File: src/rtl/serializer_sched.sv
// Round-robin scheduler that shares one serializer between NREQ requesters.
// Optional WAIT watchdog is enabled with `define SCHED_TIMEOUT_EN.
module serializer_sched #(
  parameter int NREQ        = 4,
  parameter int DW          = 8,
  parameter int TIMEOUT_CYC = 1024
) (
  input  logic               clk_i,
  input  logic               rst_i,
  input  logic [NREQ-1:0]    req_i,
  input  logic [NREQ*DW-1:0] data_i,
  output logic [NREQ-1:0]    ack_o,
  output logic               busy_o,
  output logic               ser_start_o,
  output logic [DW-1:0]      ser_data_o,
  input  logic               ser_done_i,
  output logic               err_o
);

  localparam int IW = (NREQ > 1) ? $clog2(NREQ) : 1;

  typedef enum logic [1:0] {
    S_IDLE,
    S_START,
    S_WAIT,
    S_ACK
  } state_e;

  if (NREQ < 2 || NREQ > 8 || TIMEOUT_CYC < 2) begin : g_param_check
    $error("serializer_sched: parameter out of range");
  end

  state_e          state_q, state_d;
  logic [IW-1:0]   ptr_q, ptr_d;
  logic [IW-1:0]   gnt_q, gnt_d;
  logic [DW-1:0]   data_q, data_d;
  logic [NREQ-1:0] ack_q, ack_d;
  logic            start_q, start_d;
  logic            busy_q, busy_d;

`ifdef SCHED_TIMEOUT_EN
  localparam int CW = $clog2(TIMEOUT_CYC);
  logic [CW-1:0]   cnt_q, cnt_d;
  logic            err_q, err_d;
`endif

  logic [DW-1:0]   words [NREQ];
  logic            pick_vld;
  logic [IW-1:0]   pick_idx;

  // Scan ptr+1, ptr+2, ... modulo NREQ; iterating from the far end keeps the nearest hit.
  function automatic logic [IW:0] rr_pick(input logic [NREQ-1:0] req,
                                          input logic [IW-1:0]   ptr);
    logic [IW:0]   res;
    logic [IW-1:0] sel;
    int            idx;
    res = '0;
    for (int i = NREQ; i >= 1; i--) begin
      idx = (int'(ptr) + i) % NREQ;
      sel = IW'(idx);
      if (req[sel]) res = {1'b1, sel};
    end
    return res;
  endfunction

  always_comb begin
    for (int k = 0; k < NREQ; k++) words[k] = data_i[k*DW +: DW];
    {pick_vld, pick_idx} = rr_pick(req_i, ptr_q);
  end

  // NOTE: every variable gets a default before the case so no path leaves it unassigned (no latches).
  always_comb begin
    state_d = state_q;
    ptr_d   = ptr_q;
    gnt_d   = gnt_q;
    data_d  = data_q;
`ifdef SCHED_TIMEOUT_EN
    cnt_d   = cnt_q;
    err_d   = 1'b0;
`endif
    case (state_q)
      S_IDLE: begin
        if (pick_vld) begin
          gnt_d   = pick_idx;
          data_d  = words[pick_idx];
          state_d = S_START;
        end
      end
      S_START: begin
        // A done strobe here belongs to nothing we launched; it is ignored.
        state_d = S_WAIT;
`ifdef SCHED_TIMEOUT_EN
        cnt_d   = CW'(TIMEOUT_CYC - 1);
`endif
      end
      S_WAIT: begin
        if (ser_done_i) begin
          state_d = S_ACK;
        end
`ifdef SCHED_TIMEOUT_EN
        else if (cnt_q == '0) begin
          state_d = S_ACK;
          err_d   = 1'b1;
        end else begin
          cnt_d = cnt_q - 1'b1;
        end
`endif
      end
      S_ACK: begin
        ptr_d   = gnt_q;
        state_d = S_IDLE;
      end
      default: state_d = S_IDLE;
    endcase

    // Outputs are registered, so they are derived from the next state.
    start_d = (state_d == S_START);
    busy_d  = (state_d != S_IDLE);
    ack_d   = (state_d == S_ACK) ? (NREQ'(1) << gnt_d) : '0;
  end

  // NOTE: sequential state uses non-blocking assignments so all flops update together at the edge.
  always_ff @(posedge clk_i or negedge rst_i) begin
    if (!rst_i) begin
      state_q <= S_IDLE;
      ptr_q   <= IW'(NREQ - 1);
      gnt_q   <= '0;
      data_q  <= '0;
      ack_q   <= '0;
      start_q <= 1'b0;
      busy_q  <= 1'b0;
`ifdef SCHED_TIMEOUT_EN
      cnt_q   <= '0;
      err_q   <= 1'b0;
`endif
    end else begin
      state_q <= state_d;
      ptr_q   <= ptr_d;
      gnt_q   <= gnt_d;
      data_q  <= data_d;
      ack_q   <= ack_d;
      start_q <= start_d;
      busy_q  <= busy_d;
`ifdef SCHED_TIMEOUT_EN
      cnt_q   <= cnt_d;
      err_q   <= err_d;
`endif
    end
  end

  assign ack_o       = ack_q;
  assign busy_o      = busy_q;
  assign ser_start_o = start_q;
  assign ser_data_o  = data_q;
`ifdef SCHED_TIMEOUT_EN
  assign err_o       = err_q;
`else
  assign err_o       = 1'b0;
`endif

endmodule

File: config.mk
export PLATFORM = sky130hd
export DESIGN_NAME = serializer_sched
export DESIGN_NICKNAME = d
export VERILOG_FILES = /design/src/rtl/serializer_sched.sv
export SDC_FILE = /design/constraint.sdc
export NUM_CORES = 1
export LEC_CHECK = 0
export ABC_AREA = 0
export CAP_MARGIN = 20
export CELL_PAD_IN_SITES_DETAIL_PLACEMENT = 1
export CELL_PAD_IN_SITES_GLOBAL_PLACEMENT = 2
export CORE_ASPECT_RATIO = 1.1
export CORE_MARGIN = 2
export CORE_UTILIZATION = 25
export CTS_CLUSTER_DIAMETER = 150
export CTS_CLUSTER_SIZE = 25
export DETAILED_ROUTE_END_ITERATION = 8
export DONT_BUFFER_PORTS = 1
export PLACE_DENSITY = 0.56
export REMOVE_ABC_BUFFERS = 1
export SYNTH_ARGS = -nofsm -noshare
export SYNTH_HDL_FRONTEND = slang
export SYNTH_SLANG_ARGS = --single-unit
export TNS_END_PERCENT = 20
File: constraint.sdc
create_clock -name clk_i -period 3.3 [get_ports clk_i]
set_clock_uncertainty 0.1 [all_clocks]
set_input_delay 0.66 -clock clk_i [delete_from_list [all_inputs] [get_ports clk_i]]
set_output_delay 0.66 -clock clk_i [all_outputs]
set_load 0.1 [all_outputs]
==> results.md, run 1 <==
* Clk root buf: clkbuf_8
* Slew margin rel. at about 39%
* Outcome: finished clean
* Area Overhead vs Synth at 8.05%
* Boundary Pins at 54
* Crit end category: register
* Port bufs at 0
* Met3 Routed Length at around 190 um
* Drt initial violations at 18
* Die height at between 70 and 80 um
* Cell count after synthesis at 96
* Metal-1 WL at around 1000 um
* Seq/Total Area, Yosys at ~45%
* CTS Buf Count at 3
* Reg2reg start: ptr_q[1]
* Final ANT Viol Nets at 0
* Starting Density at around a quarter
* TritonCTS clock tree: yes
* First-pass GRT wire length at between 3000 and 4000 um
* Drt wl/cell at around 17 um
* Die footprint at about 5000 um2
* Max Fclk at 0.470 GHz
* DRC errors left at 0
* Uppermost routed layer: met4
* Overall Global Routing Usage at around 10%
* Overflow after GRT at 0
* Max Fanout on Critical Path at 17
* Initial antenna violation count at 0
* Vias at 744
* Fin crit share at 64.4%
* Core ar. at around 4300 um2
* Maxcap violations at 0
* Routability-driven placement congestion ratio at between 0.5 and 0.6
* Final TNS setup at 0 ps
* Wire length on met2 at approximately 1300 um
* DP HPWL at between 1500 and 2000 um
* FF-to-FF path depth at 5
* Largest net degree at the start of global routing at 19
* Post-synthesis cell area at about 1100 um2
* Critical R2R Capture: ack_o[2]
* Data required, critical path at roughly 3400 ps
* H-tree levels at 1
* Max Buffers Root-to-Sink at 2
* Final setup violation count at 0
* Fin. Hold Viols at 0
* Slew Viols, Final at 0
* Clk Latency, worst-skew pair at ~260 ps
* Drt total wl at around 2600 um
* Worst slew pin tran at 913 ps
* Register-to-register setup slack at 1170 ps
* Ratio of cells with drive above 1 in the final layout at roughly 21%
* Final Net Count at between 100 and 150
* Die width at 67.8 um
* Tmin final at around 2100 ps
* Distinct cells, synth at 32
* Clock Pin Slew Worst Setup and Hold Paths at about 70 ps
* Fill count at 486
* Worst hold path class: in -> async
* Syn Area/Cell at 11.7 um2
* Synth Warn # at 0
* Register bit total from synthesis at 20
* Setup crit start kind: register
* FP Rows at 25
* Worst path arrival time at 2190 ps
* Sink Count at 20
* Vias in the first global route at slightly below 800
* Pre-Repair DR Iteration Count at 4
* Vias per inst at roughly 4.9
* Critical path class: reg -> reg
* RSZ-0062 raised after global routing: false
* Ant. Diodes at 0
[through the flow]
step | hold slack, ps | cells | cell area [um2] | setup slack (ps) | util (%)
2_1_floorplan | 264 | 91 | 1070 | 1190 | -
3_3_place_gp | 265 | 146 | 1140 | 1000 | 26.7
3_5_place_dp | 265 | 146 | 1140 | 945 | 26.7
4_1_cts | 131 | 151 | 1210 | 1110 | 28.2
5_1_grt | 122 | 151 | 1210 | 1010 | 28.2
6_report | 139 | 151 | 1210 | 1170 | 28.2
[layout by cell type (no fill, tap or decap)]
master	netlist	final
and2b_1	1	1
nand2b_1	3	3
nand2_1	10	10
dfstp_2	2	2
mux2i_2	1	1
inv_2	2	2
and2_4	1	1
buf_4	2	1
o221ai_4	1	1
nor2b_1	1	1
a21oi_1	2	2
ha_1	4	4
and2b_2	1	1
nor3_1	4	4
or2_2	2	2
o31ai_2	1	1
dlygate4sd3_1	0	1
nor4_1	1	1
a21oi_2	1	1
inv_1	2	2
mux2i_1	17	17
and3b_1	1	1
or2_1	1	1
clkbuf_8	0	4
dfrtp_1	18	18
conb_1	1	1
nand2b_2	1	1
mux2_2	2	2
o22a_1	1	1
nor2_1	1	1
o221ai_1	8	8
[state kept, by name, summed over array words and instances (netlist names)]
register and count:
busy_o 1, ack_o 4, ser_data_o 8, ser_start_o 1, ptr_q 2, gnt_q 2, state_q 2
[per-layer routing]
metal	up-vias	GRT usage (%)
li1	344	-
met2	25	16.7
met1	371	12.8
met3	4	2.72
met5	-	0
met4	0	4.67
[worst max-delay path by stage]
stage	start	end	slack, ps	cells after the start
final	ptr_q[1]	ack_o[2]	1170	5
after global routing	ptr_q[1]	ack_o[2]	1010	5
after CTS	ptr_q[1]	ack_o[2]	1110	5
after detailed placement	req_i[1]	ack_o[0]	950	7
after global placement	req_i[1]	ack_o[1]	1000	7
after floorplan	req_i[1]	ack_o[1]	1190	6
[Yosys cell counts]
| cell | number | area (um2) |
|---|---|---|
| or2_1 | 1 | 6.26 |
| nand2b_2 | 1 | 8.76 |
| a21oi_1 | 2 | 10.0 |
| o221ai_4 | 1 | 26.3 |
| buf_1 | 1 | 3.75 |
| o221ai_1 | 8 | 70.1 |
| and3b_1 | 1 | 8.76 |
| o31ai_2 | 1 | 12.5 |
| and2_4 | 1 | 8.76 |
| ha_1 | 4 | 50.1 |
| nor2b_1 | 1 | 6.26 |
| nor2_1 | 1 | 3.75 |
| dfrtp_1 | 18 | 450 |
| dfstp_2 | 2 | 52.6 |
| and2b_1 | 1 | 7.51 |
| buf_6 | 1 | 11.3 |
| buf_12 | 1 | 20.0 |
| a21oi_2 | 1 | 8.76 |
| inv_1 | 2 | 7.51 |
| mux2_2 | 2 | 22.5 |
| conb_1 | 1 | 3.75 |
| nand2b_1 | 3 | 18.8 |
| inv_2 | 2 | 7.51 |
| or2_2 | 2 | 12.5 |
| nand2_1 | 10 | 37.5 |
| mux2i_2 | 1 | 13.8 |
| buf_4 | 2 | 15.0 |
| nor3_1 | 4 | 20.0 |
| and2b_2 | 1 | 8.76 |
| mux2i_1 | 17 | 170 |
| nor4_1 | 1 | 6.26 |
| o22a_1 | 1 | 8.76 |
[layout make-up]
class | instances | area, um2 | share of cell area (%)
timing repair buffer | 2 | 17.5 | 1.45
clock buffer | 4 | 55.1 | 4.55
multi-input combinational | 67 | 551 | 45.5
inverter | 4 | 15.0 | 1.24
sequential | 20 | 503 | 41.6
tap | 54 | 67.6 | 5.59
[critical path: stages (launching register included)]
cell and delay, ps:
dfstp_2 590, mux2i_1 300, o221ai_4 370, mux2i_2 360, inv_2 80, nor3_1 230
[logic make-up (layout without fill, tap and decap cells)]
| family | Yosys count | after routing | share of synthesized area, % |
|---|---|---|---|
| and+or+nand+nor | 28 | 28 | 13.8 |
| adders and majority gates | 4 | 4 | 4.47 |
| DFF | 20 | 20 | 45.0 |
| other | 1 | 1 | 0.335 |
| buffers and inverters | 9 | 10 | 5.82 |
| AOI/OAI and AO/OA | 14 | 14 | 12.2 |
| muxes | 20 | 20 | 18.5 |
[repair_timing]
item	4_1_cts	5_1_grt
buffers inserted	0	0
hold buffers	1	0
hold endpoints to repair	18	0
resized for setup	0	0
Power of run 1 is left out: the tool's default activity adds up to more than one toggle a clock period on the data nets, which glitch-free logic cannot reach.
==> inputs of run 2 (changes only) <==
Settings changed: PLACE_DENSITY 0.56 to 0.58.
Clock period 3.3 ns to 1.83 ns, I/O delays scaled along.
==> results.md, run 2 (synthesis gave the netlist of run 1 again) <==
* Outcome: finished with violations
* Failing checks: setup timing
* Worst hold path class: in -> reg
* H-tree levels at 1 (unchanged)
* Slew margin rel. at 36.7% (-2.5 points)
* Core ar. at 4290 um2 (unchanged)
* Slew Viols, Final at 0 (unchanged)
* Port bufs at 0 (unchanged)
* Clk Latency, worst-skew pair at 260 ps (about the same)
* Worst slew pin tran at 947 ps (+34.0 ps)
* Hold slack at 229 ps (+90.1 ps)
* Critical path destination: ser_data_o[0]
* Max Buffers Root-to-Sink at 2 (unchanged)
* DP Worst Slack at -65.5 ps (-1010 ps)
* Die height at 74.2 um (unchanged)
* Setup ws final at -11.6 ps (-1180 ps)
* Starting Density at 26.1% (unchanged)
* Reg2reg start: ptr_q[1]
* Boundary Pins at 54 (unchanged)
* Area of the multi-input gates at 579 um2 (+5.2%)
* Critical path's largest stage delay at 590 ps (about the same)
* Worst path buffer plus inverter count at 1 (unchanged)
* First-pass GRT wire length at 4130 um (+8.3%)
* Worst path arrival time at 1870 ps (-320 ps)
* RSZ-0062 raised after global routing: true
* Largest net degree at the start of global routing at 21 (+2)
* Pre-Repair DR Iteration Count at 2 (-2)
* Routability-driven placement congestion ratio at 0.674 (+18%)
* Register-to-register setup slack at -10 ps (-1180 ps)
* Clock Pin Slew Worst Setup and Hold Paths at 70 ps (about the same)
* Ant. Diodes at 0 (unchanged)
* Initial antenna violation count at 0 (unchanged)
* DRC errors left at 0 (unchanged)
* Fin. Hold Viols at 0 (unchanged)
* Maxcap violations at 0 (unchanged)
* Core Util, Final at 33.1% (+4.9 points)
* Fill count at 478 (-1.6%)
* Max reg flops at 8 (unchanged)
* Overall Global Routing Usage at 11.2% (+0.95 points)
* Vias at 810 (+8.9%)
* Area Overhead vs Synth at 27.0%
* Final ANT Viol Nets at 0 (unchanged)
* Clk root buf: clkbuf_8
* Data required, critical path at 1860 ps (-1500 ps)
* Setup crit start kind: register
* Die footprint at 5030 um2 (unchanged)
* Die width at 67.8 um (unchanged)
* Register area at 503 um2 (unchanged)
* Ratio of cells with drive above 1 in the final layout at 36.4% (+16 points)
* Final setup violation count at 3 (+3)
* Crit end category: register
* Commonest non-fill, non-tap cell in the layout: buf_4
* Critical path class: reg -> reg
* Vias in the first global route at 849 (+6.7%)
* CTS Buf Count at 3 (unchanged)
* DP HPWL at 2110 um (+5.9%)
* Cell Chain, Critical Path: nand2b_4 -> a21oi_2 -> o221ai_4 -> buf_12 -> mux2i_1 -> o221ai_1
* Critical R2R Capture: ser_data_o[0]
* Sink Count at 20 (unchanged)
* FP Rows at 25 (unchanged)
* Tmin final at 1840 ps (-285 ps)
* Final Net Count at 162 (+15%)
* Fin crit share at 101% (+36 points)
* Top Family by Delay on Critical Path: flip-flops
* Overflow after GRT at 0 (unchanged)
* Vias per inst at 4.71 (-4.4%)
* Max Fanout on Critical Path at 12 (-5)
* Drt total wl at 2750 um (+5.2%)
* Slowest cell on the critical path: dfstp_2
* Max Fclk at 0.543 GHz (+15%)
* TritonCTS clock tree: yes
* Drt wl/cell at 16.0 um (-7.6%)
* Setup crit start: ptr_q[1]
* Drt initial violations at 15 (-3)
* Most frequent cells in the layout: 20 x buf_4, 18 x dfrtp_1, 16 x mux2i_1
* FF-to-FF path depth at 6 (+1)
* Instance count on the critical path at 6 (+1)
==> run 2: cell count changes in the layout (fill, tap and decap cells not counted) <==
cell,before,now
o31ai_2,1,0
mux2i_4,0,1
buf_4,1,20
nand2b_4,0,1
o31ai_4,0,1
mux2i_1,17,16
nand2b_1,3,2
buf_12,0,2
==> run 2: worst min-delay path by stage <==
stage / from / end / slack (ps) / depth (start not counted)
floorplan: rst_i / ack_o[0] / -30 / 0
global placement: rst_i / ser_start_o / -30 / 0
detailed placement: rst_i / ser_start_o / -30 / 0
CTS: data_i[4] / ser_data_o[4] / 230 / 2
global route: data_i[1] / ser_data_o[1] / 230 / 2
finish: data_i[1] / ser_data_o[1] / 230 / 2
==> run 2: area by class of cell <==
| class | instances | share of cell area, % |
|---|---|---|
| multi-input combinational | 67 | 40.8 |
| sequential | 20 | 35.4 |
| timing repair buffer | 23 | 14.1 |
| tap | 54 | 4.76 |
| clock buffer | 4 | 3.88 |
| inverter | 4 | 1.06 |
==> run 2: repair_timing <==
| item | 4_1_cts | 5_1_grt |
|---|---|---|
| buffers inserted | 1 | 0 |
| endpoints found under the hold margin | 20 | 0 |
| setup endpoints to repair | 9 | 11 |
| hold buffers | 1 | 0 |
| resized for setup | 1 | 3 |
| pin swaps | 4 | 3 |
==> run 2: routing by layer <==
metal  share of wire, %  GRT usage [%]  vias up
li1                   -              -      390
met1                 42           14.4      393
met2                 51           18.1       23
met3                5.1           1.66        4
met4                1.8           6.44        0
met5                  0              0        -
==> run 2: stage by stage <==
step	area, um2	instances	setup TNS (ps)
global placement	1320	166	-159
CTS	1400	172	-85.4
floorplan	1070	91	-159
detailed placement	1320	166	-405
global route	1420	172	-840
finish	1420	172	-16.5
Power of run 2 is left out for the same reason.
